===== src/rtl/flit_input_buffer.sv =====
// flit_input_buffer
//   Per-port input stage of a mesh router node. Buffers 16-bit flits in a
//   first-word-fall-through FIFO and tracks packet framing at the head of the
//   queue, so the node controller always sees the destination of the packet
//   currently being drained.
//   Flit format: header = {length[15:8], dest_addr[7:0]}, then `length` bodies.
//
// Ports:
//   clk          rising-edge clock
//   rst          asynchronous active-low reset
//   push_req     upstream offers data_in this cycle
//   data_in      incoming flit
//   full         buffer cannot accept a push (unless a pop occurs this cycle)
//   pop_req      controller consumes the head flit this cycle
//   data_valid   buffer non-empty, data_out valid
//   data_out     head flit (zero when empty)
//   packet_addr  destination address of the packet at the head
//   head_flit    head entry is a packet header
//   last_flit    head entry is the final flit of its packet
//   count        number of stored flits
module flit_input_buffer #(
   parameter int unsigned DEPTH = 4,
   parameter int unsigned CNT_W = $clog2(DEPTH + 1)
) (
   input  logic             clk,
   input  logic             rst,
   input  logic             push_req,
   input  logic [15:0]      data_in,
   output logic             full,
   input  logic             pop_req,
   output logic             data_valid,
   output logic [15:0]      data_out,
   output logic [7:0]       packet_addr,
   output logic             head_flit,
   output logic             last_flit,
   output logic [CNT_W-1:0] count
);

   localparam int unsigned AW = (DEPTH > 1) ? $clog2(DEPTH) : 1;

   typedef enum logic {
      HEAD = 1'b0,
      BODY = 1'b1
   } frame_state_t;

   logic [15:0]      mem [DEPTH];
   logic [AW-1:0]    wr_ptr;
   logic [AW-1:0]    rd_ptr;
   logic [CNT_W-1:0] cnt;
   logic [15:0]      head;
   logic             push_ok;
   logic             pop_ok;

   frame_state_t     state;
   logic [7:0]       remaining;
   logic [7:0]       addr_q;

   assign full       = (cnt == CNT_W'(DEPTH));
   assign data_valid = (cnt != '0);
   assign count      = cnt;

   assign pop_ok  = pop_req & data_valid;
   // A push while full is only safe because the same-cycle pop frees a slot.
   assign push_ok = push_req & (~full | pop_ok);

   assign head     = mem[rd_ptr];
   assign data_out = data_valid ? head : '0;

   // Storage has no reset; data_out is gated by data_valid instead.
   always_ff @(posedge clk) begin
      if (push_ok) begin
         mem[wr_ptr] <= data_in;
      end
   end

   always_ff @(posedge clk or negedge rst) begin
      if (!rst) begin
         wr_ptr <= '0;
         rd_ptr <= '0;
         cnt    <= '0;
      end else begin
         if (push_ok) begin
            wr_ptr <= wr_ptr + AW'(1);
         end
         if (pop_ok) begin
            rd_ptr <= rd_ptr + AW'(1);
         end
         case ({push_ok, pop_ok})
            2'b10:   cnt <= cnt + CNT_W'(1);
            2'b01:   cnt <= cnt - CNT_W'(1);
            default: cnt <= cnt;
         endcase
      end
   end

   // Framing tracker: advances only when a flit actually leaves the buffer,
   // so it simply holds in BODY while the queue is starved mid-packet.
   always_ff @(posedge clk or negedge rst) begin
      if (!rst) begin
         state     <= HEAD;
         remaining <= '0;
         addr_q    <= '0;
      end else if (pop_ok) begin
         case (state)
            HEAD: begin
               if (head[15:8] != 8'd0) begin
                  addr_q    <= head[7:0];
                  remaining <= head[15:8];
                  state     <= BODY;
               end
            end
            BODY: begin
               // remaining is >= 1 whenever in BODY, so this cannot underflow.
               remaining <= remaining - 8'd1;
               if (remaining == 8'd1) begin
                  state <= HEAD;
               end
            end
            default: state <= HEAD;
         endcase
      end
   end

   always_comb begin
      packet_addr = '0;
      head_flit   = 1'b0;
      last_flit   = 1'b0;
      if (data_valid) begin
         packet_addr = (state == HEAD) ? head[7:0] : addr_q;
         head_flit   = (state == HEAD);
         last_flit   = ((state == HEAD) && (head[15:8] == 8'd0)) ||
                       ((state == BODY) && (remaining == 8'd1));
      end
   end

endmodule


===== config.mk =====
export PLATFORM = sky130hd
export DESIGN_NAME = flit_input_buffer
export DESIGN_NICKNAME = d
export VERILOG_FILES = /design/src/rtl/flit_input_buffer.sv
export SDC_FILE = /design/constraint.sdc
export NUM_CORES = 1
export LEC_CHECK = 0
export ABC_AREA = 1
export CAP_MARGIN = 20
export CORE_MARGIN = 5
export CORE_UTILIZATION = 35
export CTS_CLUSTER_SIZE = 8
export DETAILED_ROUTE_END_ITERATION = 16
export DONT_BUFFER_PORTS = 1
export SYNTH_ARGS = -nofsm -noshare
export SYNTH_HDL_FRONTEND = slang
export SYNTH_SLANG_ARGS = --single-unit
export TNS_END_PERCENT = 10

===== constraint.sdc =====
create_clock -name clk -period 2 [get_ports clk]
set_input_delay 0.4 -clock clk [delete_from_list [all_inputs] [get_ports clk]]
set_output_delay 0.4 -clock clk [all_outputs]
set_load 0.01 [all_outputs]

==> impl_metrics.prom, run 1 <==
# TYPE chip_impl_metric gauge
chip_impl_metric{name="area_growth",unit="%"} 21.6
chip_impl_metric{name="final_instance_area",unit="um^2"} 4830
chip_impl_metric{name="cts_buffers",unit=""} 9
chip_impl_info{name="r2r-end",value="count[2]"} 1
chip_impl_metric{name="ant_nets",unit=""} 0
chip_impl_info{name="crit_path_start_kind",value="flop"} 1
chip_impl_metric{name="maxSlewViolCount",unit=""} 0
chip_impl_metric{name="timing.clock.skew",unit="ns"} 0.00837
chip_impl_metric{name="timing.reg2reg.worst_path_depth",unit=""} 9
chip_impl_metric{name="num_antenna_cells",unit=""} 0
chip_impl_metric{name="max_freq",unit="MHz"} 460
chip_impl_metric{name="grt_first_pass_wirelength",unit="um"} 13900
chip_impl_metric{name="final_cycle_share",unit="%"} 109
chip_impl_info{name="hold_path_end",value="mem[2][15]"} 1
chip_impl_metric{name="r2r_setup_slack",unit="ns"} 0.15
chip_impl_metric{name="multi_input_area",unit="um^2"} 1440
chip_impl_metric{name="ys_warn_count",unit=""} 0
chip_impl_metric{name="grt_usage",unit="%"} 13.6
chip_impl_metric{name="placed_cells_incl_taps",unit=""} 534
chip_impl_metric{name="initial_utilization",unit="%"} 36.1
chip_impl_metric{name="worst_slew_margin_rel",unit="%"} 77.4
chip_impl_metric{name="die_width",unit="um"} 117
chip_impl_metric{name="rows",unit=""} 38
chip_impl_metric{name="final_cell_count_no_fill",unit=""} 558
chip_impl_metric{name="fp.dieH",unit="um"} 117
chip_impl_metric{name="seq_area_frac_synth",unit="%"} 63.5
chip_impl_metric{name="clock_tree.htree_level_count",unit=""} 3
chip_impl_metric{name="antenna_found_initial",unit=""} 0
chip_impl_metric{name="wire_per_inst",unit="um"} 16.1
chip_impl_metric{name="clkSinkCount",unit=""} 88
chip_impl_metric{name="insertion_delay",unit="ns"} 0.34
chip_impl_metric{name="worstPathRequired",unit="ns"} 1.60
chip_impl_metric{name="critPathMaxFanout",unit=""} 8
chip_impl_info{name="dominantRegCellSynth",value="sky130_fd_sc_hd__edfxtp_1"} 1
chip_impl_metric{name="synth-seq-cells",unit=""} 88
chip_impl_info{name="final_cell_mix",value="sky130_fd_sc_hd__nand2_1 (98), sky130_fd_sc_hd__edfxtp_1 (64), sky130_fd_sc_hd__buf_4 (31), sky130_fd_sc_hd__nor2_1 (21), sky130_fd_sc_hd__dfrtp_1 (21)"} 1
chip_impl_info{name="worst_hold_startpoint",value="data_in[15]"} 1
chip_impl_metric{name="num-nets-final",unit=""} 441
chip_impl_metric{name="first_pass_iters",unit=""} 4
chip_impl_metric{name="power.share.combinational",unit="%"} 47.4
chip_impl_metric{name="share_of_flip_flops_with_an_asynchronous_set_or_reset",unit="%"} 27.3
chip_impl_metric{name="die-area",unit="um^2"} 13600
chip_impl_metric{name="viasPerCell",unit=""} 5.04
chip_impl_metric{name="register_area",unit="um^2"} 2530
chip_impl_metric{name="worst-slew-pin-transition",unit="ns"} 0.338
chip_impl_info{name="tritoncts_clock_tree",value="done"} 1
chip_impl_metric{name="clock_tree.buffer_depth",unit=""} 2
chip_impl_metric{name="gpl.final_weighted_congestion",unit=""} 0.810
chip_impl_metric{name="share_seq_of_total_power",unit="%"} 33.7
chip_impl_metric{name="clock_power_share",unit="%"} 19.0
chip_impl_metric{name="crit_arrival",unit="ns"} 1.77
chip_impl_info{name="timing.hold.worst.class",value="in -> reg"} 1
chip_impl_metric{name="cts.clk_slew.worst_paths",unit="ns"} 0.07
chip_impl_info{name="violated_checks",value="negative setup slack"} 1
chip_impl_metric{name="vias",unit=""} 2814
chip_impl_info{name="clock_tree.root_cell",value="sky130_fd_sc_hd__clkbuf_16"} 1
chip_impl_metric{name="postRouteWirelength",unit="um"} 8970
chip_impl_metric{name="fp.coreArea",unit="um^2"} 11000
chip_impl_metric{name="ios",unit=""} 51
chip_impl_metric{name="drc_errors",unit=""} 0
chip_impl_metric{name="switching_share",unit="%"} 42.3
chip_impl_info{name="layout.cells.most_common",value="sky130_fd_sc_hd__nand2_1"} 1
chip_impl_metric{name="grt_pass1_vias",unit=""} 2661
chip_impl_metric{name="setup_violations",unit=""} 18
chip_impl_info{name="cp-end-kind",value="output port"} 1
chip_impl_metric{name="syn-num-nets",unit=""} 410
chip_impl_metric{name="maximum_capacitance_violations",unit=""} 0
chip_impl_info{name="critical_path_class",value="reg -> out"} 1
chip_impl_info{name="outcome",value="finished with violations"} 1
chip_impl_metric{name="grt_max_degree",unit=""} 25
chip_impl_info{name="grt_setup_unrepaired",value="yes"} 1
chip_impl_metric{name="switching_power",unit="mW"} 3.50
chip_impl_metric{name="worst_hold_path.num_cells",unit=""} 0
chip_impl_metric{name="period_minus_slack",unit="ns"} 2.17
chip_impl_metric{name="finalHoldViolCount",unit=""} 0
chip_impl_metric{name="internal_power",unit="mW"} 4.78
chip_impl_metric{name="placement.cell_area",unit="um^2"} 4270
chip_impl_metric{name="synth_area",unit="um^2"} 3970
chip_impl_metric{name="grt.overflow.total",unit=""} 0
chip_impl_metric{name="max-vdd-ir-drop",unit="mV"} 0.700
chip_impl_metric{name="portBuffers",unit=""} 0
chip_impl_info{name="r2r-start",value="count[0]"} 1
chip_impl_metric{name="place_hpwl",unit="um"} 6090
chip_impl_metric{name="yosysUniqueCellTypes",unit=""} 29
chip_impl_metric{name="fillers",unit=""} 988
chip_impl_metric{name="total_leakage_power",unit="nW"} 1.93
chip_impl_metric{name="cellPowerDensity",unit="nW/um^2"} 1720
chip_impl_metric{name="first_iter_violations",unit=""} 180
chip_impl_metric{name="final.setup.worst_slack",unit="ns"} -0.173
chip_impl_metric{name="number_of_enable_type_register_cells_in_the_synthesized_netlist",unit=""} 64
chip_impl_metric{name="synth.avg_cell_area",unit="um^2"} 10.4
chip_impl_metric{name="post_route_cells_drive_above_1_share",unit="%"} 27.5
chip_impl_metric{name="syn_inst",unit=""} 382
[per-stage QoR]
step                      setup WS [ns]  utilization (%)  power, mW  hold WS (ns)  TNS (ns)
after global placement            0.116             38.9       6.10         0.105         0
final                            -0.173             44.0       8.29         0.151     -1.72
after CTS                        -0.177             42.7       8.03         0.141     -2.32
after floorplan                  0.0396                -       5.19         0.104         0
after detailed placement         0.0971             38.9       6.15         0.106         0
after global routing             -0.307             44.0       8.89         0.133     -3.78
[critical path, stage by stage, from the launching register on]
cell and delay [ns]:
sky130_fd_sc_hd__dfrtp_2 0.47, sky130_fd_sc_hd__buf_6 0.16, sky130_fd_sc_hd__nand2_1 0.07, sky130_fd_sc_hd__nand3_2 0.09, sky130_fd_sc_hd__nand2_1 0.12, sky130_fd_sc_hd__nand2_2 0.07, sky130_fd_sc_hd__nor2_4 0.09, sky130_fd_sc_hd__nand3_2 0.08
sky130_fd_sc_hd__a21oi_2 0.15, sky130_fd_sc_hd__buf_4 0.14
[worst max path at each step]
stage	start	to	slack, ns	cells after the start
2_1_floorplan	count[0]	count[2]	0.04	9
3_3_place_gp	rd_ptr[0]	last_flit	0.12	9
3_5_place_dp	rd_ptr[0]	packet_addr[3]	0.1	5
4_1_cts	rd_ptr[0]	last_flit	-0.18	9
5_1_grt	rd_ptr[0]	last_flit	-0.31	9
6_report	rd_ptr[0]	last_flit	-0.17	9
[layer usage]
layer  global-route usage [%]  wire [um]  part of all wire [%]  vias to the layer above
met3                     4.46        561                   6.3                       13
met1                     17.4       3970                    44                     1372
met5                        0          0                     0                        -
met2                     20.8       4200                    47                       63
li1                         -          -                     -                     1366
met4                     6.42        242                   2.7                        0
[power by group through the flow]
stage | combinational (mW) | sequential (mW) | clock, mW
after floorplan | 2.45 | 2.74 | 0
after global placement | 3.32 | 2.78 | 0
after detailed placement | 3.37 | 2.79 | 0
after CTS | 3.65 | 2.77 | 1.62
after global routing | 4.36 | 2.84 | 1.69
final | 3.93 | 2.79 | 1.57
[flip-flops by register name, indices dropped and copies added (netlist names)]
signal	cells
count	3
state	1
addr_q	8
wr_ptr	2
remaining	8
mem	64
rd_ptr	2
[Yosys cell counts (2+ instances only)]
master / n / share of area (%)
sky130_fd_sc_hd__nor2_2: 2 / 0.32
sky130_fd_sc_hd__a22oi_1: 2 / 0.38
sky130_fd_sc_hd__ha_1: 7 / 2.2
sky130_fd_sc_hd__nor2_1: 34 / 3.2
sky130_fd_sc_hd__nand2_1: 114 / 11
sky130_fd_sc_hd__o21ai_1: 7 / 0.88
sky130_fd_sc_hd__clkbuf_1: 5 / 0.47
sky130_fd_sc_hd__a21oi_1: 21 / 2.6
sky130_fd_sc_hd__a32o_1: 8 / 2.0
sky130_fd_sc_hd__inv_1: 19 / 1.8
sky130_fd_sc_hd__dfrtp_1: 24 / 15
sky130_fd_sc_hd__edfxtp_1: 64 / 48
sky130_fd_sc_hd__nor3_1: 2 / 0.25
sky130_fd_sc_hd__nand3_1: 29 / 3.7
sky130_fd_sc_hd__buf_2: 6 / 0.76
sky130_fd_sc_hd__buf_6: 6 / 1.7
sky130_fd_sc_hd__o21ai_0: 16 / 2.0
sky130_fd_sc_hd__xor2_1: 5 / 1.1
[cells by family (layout without fill, tap and decap cells)]
kind of cell / Yosys count / in the layout / synth area share, %
buffers and inverters: 39 / 75 / 5.07
adders and majority gates: 8 / 8 / 2.71
AOI/OAI and AO/OA: 56 / 56 / 8.35
DFF: 88 / 88 / 63.5
and+or+nand+nor: 185 / 185 / 19.0
xor gates and xnor gates: 6 / 6 / 1.32
[timing repair]
item,in CTS,in global routing
gates resized for setup,24,37
endpoints found under the setup margin,17,22
hold buffers,2,0
pin swaps,5,17
hold endpoints to repair,24,0
setup buffers,3,2
cloned,0,1
[area by class of cell]
type	instances	area share, %
Multi-Input combinational cell	255	29.9
Clock buffer	9	4.66
Inverter	21	1.79
Clock inverter	7	1.11
Sequential cell	88	52.3
Tap cell	140	3.63
Timing Repair Buffer	38	6.61
(Power assumes the default switching activity.)
==> run 2: changes to the inputs <==
--- a/config.mk
+++ b/config.mk
@@ -8,10 +8,11 @@
 export ABC_AREA = 1
 export CAP_MARGIN = 20
 export CORE_MARGIN = 5
-export CORE_UTILIZATION = 35
+export CORE_UTILIZATION = 57
 export CTS_CLUSTER_SIZE = 8
 export DETAILED_ROUTE_END_ITERATION = 16
 export DONT_BUFFER_PORTS = 1
+export PLACE_DENSITY = 0.77
 export SYNTH_ARGS = -nofsm -noshare
 export SYNTH_HDL_FRONTEND = slang
 export SYNTH_SLANG_ARGS = --single-unit
==> run 2 against run 1 <==
  * The run still ends with negative setup slack left
  * Via count down 1.1%
  * Non-clock buffer count decreased by 7
  * Global-route usage increased by 7.5 points
  * Setup slack got worse by 0.091 ns
  * Clock power decreased by 24%
  * Critical path depth stayed put
  * Hold slack lost 0.026 ns
  * Sequential cell count stayed put
  * Cell count down 9.1%
  * Clock-buffer cell count did not move
  * Register-to-register slack worse by 0.02 ns
  * Combinational power decreased by 1%
  * Critical path type unchanged
  * Highest routed layer unchanged
==> impl_metrics.prom, run 2 (synthesis gave the netlist of run 1 again) <==
# TYPE chip_impl_metric gauge
chip_impl_metric{name="grt_usage",unit="%"} 21.1
chip_impl_metric{name="r2r_setup_slack",unit="ns"} 0.13
chip_impl_metric{name="initial_utilization",unit="%"} 58.4
chip_impl_metric{name="max_freq",unit="MHz"} 442
chip_impl_info{name="top_usage_layer",value="met2"} 1
chip_impl_info{name="r2r-end",value="count[2]"} 1
chip_impl_metric{name="power.share.combinational",unit="%"} 49.4
chip_impl_metric{name="total_leakage_power",unit="nW"} 1.89
chip_impl_metric{name="cellPowerDensity",unit="nW/um^2"} 1690
chip_impl_metric{name="worst-slew-pin-transition",unit="ns"} 0.371
chip_impl_info{name="worst_hold_startpoint",value="data_in[2]"} 1
chip_impl_metric{name="placement.cell_area",unit="um^2"} 4190
chip_impl_info{name="critical_path_class",value="reg -> out"} 1
chip_impl_info{name="final_cell_mix",value="sky130_fd_sc_hd__nand2_1 (109), sky130_fd_sc_hd__edfxtp_1 (64), sky130_fd_sc_hd__nand3_1 (25), sky130_fd_sc_hd__buf_4 (25), sky130_fd_sc_hd__nor2_1 (22)"} 1
chip_impl_metric{name="clkSinkCount",unit=""} 88
chip_impl_metric{name="switching_share",unit="%"} 44.1
chip_impl_info{name="largest_registers",value="mem (64), addr_q (8), remaining (8)"} 1
chip_impl_info{name="violated_checks",value="negative setup slack"} 1
chip_impl_info{name="r2r-start",value="count[1]"} 1
chip_impl_metric{name="worst_slew_margin_rel",unit="%"} 75.2
chip_impl_metric{name="gpl.final_weighted_congestion",unit=""} 0.863
chip_impl_metric{name="maxSlewViolCount",unit=""} 0
chip_impl_metric{name="postRouteWirelength",unit="um"} 8590
chip_impl_metric{name="finalPower",unit="mW"} 7.86
chip_impl_metric{name="share_seq_of_total_power",unit="%"} 35.4
chip_impl_metric{name="final.setup.worst_slack",unit="ns"} -0.265
chip_impl_info{name="outcome",value="finished with violations"} 1
chip_impl_metric{name="rows",unit=""} 30
chip_impl_metric{name="period_minus_slack",unit="ns"} 2.26
chip_impl_info{name="hold_path_end",value="mem[2][2]"} 1
chip_impl_metric{name="place_hpwl",unit="um"} 5350
chip_impl_info{name="cp-end-kind",value="output port"} 1
chip_impl_metric{name="first_pass_iters",unit=""} 4
chip_impl_metric{name="grt_max_degree",unit=""} 25
chip_impl_info{name="layout.cells.most_common",value="sky130_fd_sc_hd__nand2_1"} 1
chip_impl_info{name="crit_path_start_kind",value="flop"} 1
chip_impl_metric{name="timing.clock.skew",unit="ns"} 0.00753
chip_impl_metric{name="pre_cts_ws",unit="ns"} 0.0781
chip_impl_metric{name="die-area",unit="um^2"} 8730
chip_impl_metric{name="cts.clk_slew.worst_paths",unit="ns"} 0.10
chip_impl_metric{name="grt.met1_usage",unit="%"} 27.9
chip_impl_metric{name="drc_errors",unit=""} 0
chip_impl_metric{name="timing.reg2reg.worst_path_depth",unit=""} 9
chip_impl_metric{name="grt.overflow.total",unit=""} 0
chip_impl_metric{name="clock_tree.buffer_depth",unit=""} 2
chip_impl_metric{name="num_antenna_cells",unit=""} 0
chip_impl_metric{name="portBuffers",unit=""} 0
chip_impl_metric{name="maximum_capacitance_violations",unit=""} 0
chip_impl_metric{name="placed_cells_incl_taps",unit=""} 485
chip_impl_metric{name="ant_nets",unit=""} 0
chip_impl_info{name="worstPathCellList",value="buf_12, nand2_1, nand3_1, nand2_1, nand2_1, nor2_2, nand3_2, a21oi_2, buf_4"} 1
chip_impl_metric{name="wire_per_inst",unit="um"} 16.9
chip_impl_metric{name="insertion_delay",unit="ns"} 0.36
chip_impl_metric{name="final_cycle_share",unit="%"} 113
chip_impl_metric{name="first_iter_violations",unit=""} 239
chip_impl_metric{name="final_instance_area",unit="um^2"} 4640
chip_impl_info{name="largest_register",value="mem"} 1
chip_impl_metric{name="post_route_cells_drive_above_1_share",unit="%"} 23.8
chip_impl_metric{name="die_width",unit="um"} 93.5
chip_impl_info{name="crit_path_top_delay_cell",value="sky130_fd_sc_hd__dfrtp_2"} 1
chip_impl_metric{name="area_growth",unit="%"} 17.0
chip_impl_metric{name="global_route.usage.met3",unit="%"} 5.71
chip_impl_info{name="timing.hold.worst.class",value="in -> reg"} 1
chip_impl_metric{name="finalHoldViolCount",unit=""} 0
chip_impl_metric{name="final_cell_count_no_fill",unit=""} 507
chip_impl_metric{name="internal_power",unit="mW"} 4.40
chip_impl_metric{name="fin_worst_hold_slack",unit="ns"} 0.125
chip_impl_metric{name="viasPerCell",unit=""} 5.49
chip_impl_metric{name="worstPathRequired",unit="ns"} 1.60
chip_impl_metric{name="fp.coreArea",unit="um^2"} 6790
chip_impl_info{name="grt_setup_unrepaired",value="yes"} 1
chip_impl_info{name="worst_path_most_repeated_cell",value="sky130_fd_sc_hd__nand2_1"} 1
chip_impl_metric{name="grt_first_pass_wirelength",unit="um"} 14000
chip_impl_metric{name="grt_pass1_vias",unit=""} 2790
chip_impl_metric{name="switching_power",unit="mW"} 3.47
chip_impl_metric{name="antenna_found_initial",unit=""} 0
chip_impl_info{name="clock_tree.root_cell",value="sky130_fd_sc_hd__clkbuf_8"} 1
chip_impl_metric{name="fp.dieH",unit="um"} 93.5
chip_impl_metric{name="crit_arrival",unit="ns"} 1.86
chip_impl_metric{name="num-nets-final",unit=""} 434
chip_impl_metric{name="groute.layer.met2.usage",unit="%"} 33.6
chip_impl_metric{name="cts_buffers",unit=""} 9
chip_impl_metric{name="clock_power_share",unit="%"} 15.3
chip_impl_metric{name="critPathMaxFanout",unit=""} 17
chip_impl_metric{name="max_stage_delay",unit="ns"} 0.46
chip_impl_metric{name="setup_violations",unit=""} 19
chip_impl_metric{name="worst_hold_path.num_cells",unit=""} 0
chip_impl_metric{name="fillers",unit=""} 490
chip_impl_metric{name="vias",unit=""} 2782
chip_impl_metric{name="max-vdd-ir-drop",unit="mV"} 0.925
chip_impl_metric{name="largest_register_ffs",unit=""} 64
chip_impl_metric{name="ios",unit=""} 51
chip_impl_info{name="tritoncts_clock_tree",value="done"} 1
chip_impl_metric{name="clock_tree.htree_level_count",unit=""} 3
run 2: final cells by class:
| type | count | area, um^2 | area share (%) |
|---|---|---|---|
| clock buffers | 9 | 124 | 2.67 |
| clock inverters | 7 | 73.8 | 1.59 |
| inverters | 21 | 85.1 | 1.83 |
| multi-input cells | 255 | 1410 | 30.4 |
| flip-flops and latches | 88 | 2530 | 54.4 |
| well taps | 96 | 120 | 2.59 |
| repair buffers | 31 | 302 | 6.49 |
run 2: timing repair:
item,CTS,global route
setup buffers,2,1
hold buffers,2,0
setup endpoints to repair,23,31
cloned,1,0
endpoints found under the hold margin,24,0
pin swaps,4,7
gates resized for setup,31,20
run 2: worst max path at each step:
stage,from,end,slack (ns),cells past startpoint
after detailed placement,rd_ptr[0],last_flit,0.08,9
after floorplan,count[0],count[2],0.04,9
after global placement,rd_ptr[0],packet_addr[4],0.12,5
final,rd_ptr[0],last_flit,-0.26,9
after CTS,rd_ptr[0],last_flit,-0.26,9
after global routing,rd_ptr[0],last_flit,-0.38,9
run 2: through the flow:
stage	utilization (%)	TNS [ns]
5_1_grt	68.4	-4.69
2_1_floorplan	-	0
6_report	68.4	-2.84
4_1_cts	67.2	-2.92
3_5_place_dp	61.7	0
3_3_place_gp	61.7	0
run 2: worst max-delay path, delay by kind of cell (launching register included):
kind / cells / cell delay (ns)
AO/OA/AOI/OAI: 1 / 0.16
flip-flops: 1 / 0.46
AND/OR/NAND/NOR: 6 / 0.60
buffers and inverters: 2 / 0.30
run 2: per-layer routing:
layer	wire length [um]	share of wire (%)	vias to the layer above
met2	4300	50	86
met4	125	1.5	0
met1	3680	43	1341
met3	487	5.7	12
li1	-	-	1343
met5	0	0	-
run 2: power by group through the flow:
stage	Clock (mW)	Sequential, mW	Combinational (mW)
2_1_floorplan	0	2.74	2.45
3_3_place_gp	0	2.78	3.19
3_5_place_dp	0	2.79	3.28
4_1_cts	1.22	2.77	3.65
5_1_grt	1.32	2.83	4.27
6_report	1.20	2.78	3.88
==> run 3: changes to the inputs <==
--- a/config.mk
+++ b/config.mk
@@ -7,11 +7,12 @@
 export LEC_CHECK = 0
 export ABC_AREA = 1
 export CAP_MARGIN = 20
-export CORE_MARGIN = 5
+export CORE_MARGIN = 4
 export CORE_UTILIZATION = 57
 export CTS_CLUSTER_SIZE = 8
 export DETAILED_ROUTE_END_ITERATION = 16
 export DONT_BUFFER_PORTS = 1
+export GPL_TIMING_DRIVEN = 0
 export PLACE_DENSITY = 0.77
 export SYNTH_ARGS = -nofsm -noshare
 export SYNTH_HDL_FRONTEND = slang
==> run 3 against run 2 <==
  * The run still ends with negative setup slack left
  * Setup slack improved by 0.062 ns
  * Global-route usage increased by 1.1 points
  * Combinational power increased by 24%
  * Non-clock buffer count increased by 12
  * Sequential power about the same
  * Sequential cell count unchanged
  * Highest routed layer unchanged
  * First-iteration DRC count decreased by 0.42%
  * Die area decreased by 4.2%
  * Critical endpoint unchanged
  * Largest cell class unchanged
==> impl_metrics.prom, run 3 (synthesis gave the netlist of run 1 again) <==
# TYPE chip_impl_metric gauge
chip_impl_metric{name="period_minus_slack",unit="ns"} 2.20
chip_impl_metric{name="worstPathRequired",unit="ns"} 1.60
chip_impl_info{name="r2r-end",value="count[2]"} 1
chip_impl_metric{name="viasPerCell",unit=""} 5.69
chip_impl_metric{name="maximum_capacitance_violations",unit=""} 0
chip_impl_metric{name="grt_max_degree",unit=""} 25
chip_impl_metric{name="initial_utilization",unit="%"} 58.4
chip_impl_info{name="crit_path_start_kind",value="flop"} 1
chip_impl_metric{name="max-vdd-ir-drop",unit="mV"} 1.01
chip_impl_metric{name="maxSlewViolCount",unit=""} 0
chip_impl_metric{name="worst_slew_margin_rel",unit="%"} 63.1
chip_impl_info{name="r2r-start",value="count[2]"} 1
chip_impl_info{name="worstPathCellList",value="buf_6, buf_4, nand2_1, nand3_2, nand2_2, nand2_2, nor2_4, nand3_4, a21oi_4"} 1
chip_impl_metric{name="timing.clock.skew",unit="ns"} 0.0132
chip_impl_metric{name="crit_arrival",unit="ns"} 1.80
chip_impl_metric{name="cts.clk_slew.worst_paths",unit="ns"} 0.10
chip_impl_metric{name="ant_nets",unit=""} 0
chip_impl_metric{name="grt.overflow.total",unit=""} 0
chip_impl_info{name="largest_register",value="mem"} 1
chip_impl_metric{name="drc_errors",unit=""} 0
chip_impl_metric{name="post-route-util",unit="%"} 75.3
chip_impl_info{name="cp-end-kind",value="output port"} 1
chip_impl_metric{name="grt_first_pass_wirelength",unit="um"} 14400
chip_impl_info{name="tritoncts_clock_tree",value="done"} 1
chip_impl_metric{name="die-area",unit="um^2"} 8360
chip_impl_metric{name="final.setup.worst_slack",unit="ns"} -0.203
chip_impl_metric{name="worst-slew-pin-transition",unit="ns"} 0.552
chip_impl_metric{name="antenna_found_initial",unit=""} 0
chip_impl_metric{name="first_pass_iters",unit=""} 5
chip_impl_metric{name="critPathMaxFanout",unit=""} 5
chip_impl_metric{name="wire_per_inst",unit="um"} 18.9
chip_impl_metric{name="setup_violations",unit=""} 23
chip_impl_metric{name="fin_worst_hold_slack",unit="ns"} 0.130
chip_impl_info{name="layout.cells.most_common",value="sky130_fd_sc_hd__nand2_1"} 1
chip_impl_info{name="violated_checks",value="negative setup slack"} 1
chip_impl_metric{name="insertion_delay",unit="ns"} 0.36
chip_impl_metric{name="r2r_setup_slack",unit="ns"} -0.02
chip_impl_metric{name="fp.dieH",unit="um"} 91.5
chip_impl_metric{name="vias",unit=""} 2958
chip_impl_metric{name="pre_cts_ws",unit="ns"} -0.185
chip_impl_info{name="critical_path_class",value="reg -> out"} 1
chip_impl_metric{name="final_cell_count_no_fill",unit=""} 520
chip_impl_metric{name="largest_register_ffs",unit=""} 64
chip_impl_metric{name="fp.coreArea",unit="um^2"} 6790
chip_impl_info{name="final_cell_mix",value="sky130_fd_sc_hd__nand2_1 (92), sky130_fd_sc_hd__edfxtp_1 (64), sky130_fd_sc_hd__nand2_2 (21), sky130_fd_sc_hd__dfrtp_1 (21), sky130_fd_sc_hd__buf_4 (21)"} 1
chip_impl_metric{name="total_leakage_power",unit="nW"} 2.05
chip_impl_metric{name="area_growth",unit="%"} 28.8
chip_impl_metric{name="first_iter_violations",unit=""} 238
chip_impl_metric{name="clock_tree.buffer_depth",unit=""} 2
chip_impl_info{name="worst_path_most_repeated_cell",value="sky130_fd_sc_hd__nand2_2"} 1
chip_impl_metric{name="cellPowerDensity",unit="nW/um^2"} 1810
chip_impl_metric{name="num-nets-final",unit=""} 447
chip_impl_info{name="clock_tree.root_cell",value="sky130_fd_sc_hd__clkbuf_8"} 1
chip_impl_info{name="crit_path_to",value="last_flit"} 1
chip_impl_metric{name="max_freq",unit="MHz"} 454
chip_impl_info{name="crit_path_top_delay_cell",value="sky130_fd_sc_hd__dfrtp_1"} 1
chip_impl_info{name="grt_setup_unrepaired",value="yes"} 1
chip_impl_metric{name="portBuffers",unit=""} 0
chip_impl_metric{name="clkSinkCount",unit=""} 88
chip_impl_metric{name="cts_buffers",unit=""} 9
chip_impl_metric{name="gpl.final_weighted_congestion",unit=""} 0.922
chip_impl_info{name="cp-startpoint",value="rd_ptr[0]"} 1
chip_impl_metric{name="place_hpwl",unit="um"} 5820
chip_impl_metric{name="grt_pass1_vias",unit=""} 2847
chip_impl_info{name="timing.hold.worst.class",value="in -> reg"} 1
chip_impl_metric{name="finalHoldViolCount",unit=""} 0
chip_impl_info{name="outcome",value="finished with violations"} 1
chip_impl_metric{name="placed_cells_incl_taps",unit=""} 479
chip_impl_metric{name="clock_tree.htree_level_count",unit=""} 3
chip_impl_metric{name="max_stage_delay",unit="ns"} 0.38
chip_impl_metric{name="num_antenna_cells",unit=""} 0
chip_impl_metric{name="die_width",unit="um"} 91.5
chip_impl_metric{name="rows",unit=""} 30
chip_impl_metric{name="grt_usage",unit="%"} 22.1
chip_impl_metric{name="final_cycle_share",unit="%"} 110
chip_impl_metric{name="finalPower",unit="mW"} 9.25
chip_impl_metric{name="postRouteWirelength",unit="um"} 9810
chip_impl_metric{name="post_route_cells_drive_above_1_share",unit="%"} 36.1
chip_impl_info{name="largest_registers",value="mem (64), addr_q (8), remaining (8)"} 1
chip_impl_metric{name="ios",unit=""} 51
chip_impl_metric{name="timing.reg2reg.worst_path_depth",unit=""} 10
## run 3: changes by cell type in the layout (fill, tap and decap cells not counted), moves of 7 or more
cell,change
sky130_fd_sc_hd__nor2_1,-8
sky130_fd_sc_hd__nand3_1,-8
sky130_fd_sc_hd__nor2_4,+8
sky130_fd_sc_hd__buf_8,+8
sky130_fd_sc_hd__nand2_1,-17
sky130_fd_sc_hd__nand2_2,+15
sky130_fd_sc_hd__nand3_2,+7
## run 3: area by class of cell
class / count / area, um^2
Sequential cell: 88 / 2530
Fill cell: 410 / 1680
Multi-Input combinational cell: 255 / 1640
Timing Repair Buffer: 26 / 239
Buffer: 17 / 210
Clock inverter: 7 / 149
Clock buffer: 9 / 124
Tap cell: 96 / 120
Inverter: 21 / 103
Timing Repair inverter: 1 / 5.00
## run 3: how the worst min path moves through the flow
stage	from	endpoint	slack, ns	cells after the start
CTS	data_in[6]	mem[3][6]	0.12	0
global route	data_in[6]	mem[1][6]	0.11	0
floorplan	rst	addr_q[0]	0.10	0
global placement	rst	remaining[1]	0.10	0
finish	data_in[6]	mem[3][6]	0.13	0
detailed placement	rst	remaining[1]	0.11	0
## run 3: per-layer routing
layer  global-route usage, %  vias up  share of wire [%]
met5                       0        -                  0
met4                    7.54        0                2.4
met3                    6.38       24                8.9
met2                    36.2      144                 49
met1                    28.3     1415                 40
li1                        -     1375                  -
## run 3: report_power, final
group | leakage, nW | switching (mW) | internal [mW]
registers | 0.875 | 0.321 | 2.49
clock network | 0.136 | 0.666 | 0.974
logic | 1.04 | 2.96 | 1.84
## run 3: per-stage QoR
step | TNS (ns) | instance area (um^2)
after floorplan | 0 | 4000
after CTS | -3.32 | 4740
final | -2.54 | 5110
after global placement | -28.33 | 4120
after detailed placement | -3.23 | 4140
after global routing | -4.57 | 5110
## run 3: repair_timing
action	4_1_cts	5_1_grt
pin swaps	9	30
setup endpoints to repair	77	28
endpoints found under the hold margin	24	0
hold buffers	2	0
resized for setup	64	85
cloned	0	2
setup buffers	9	13
## run 3: critical path, delay by kind of cell, from the launching register on
kind | cells | cell delay [ns]
buffers and inverters | 2 | 0.30
flip-flops | 1 | 0.38
AND/OR/NAND/NOR | 6 | 0.58
AO/OA/AOI/OAI | 1 | 0.19
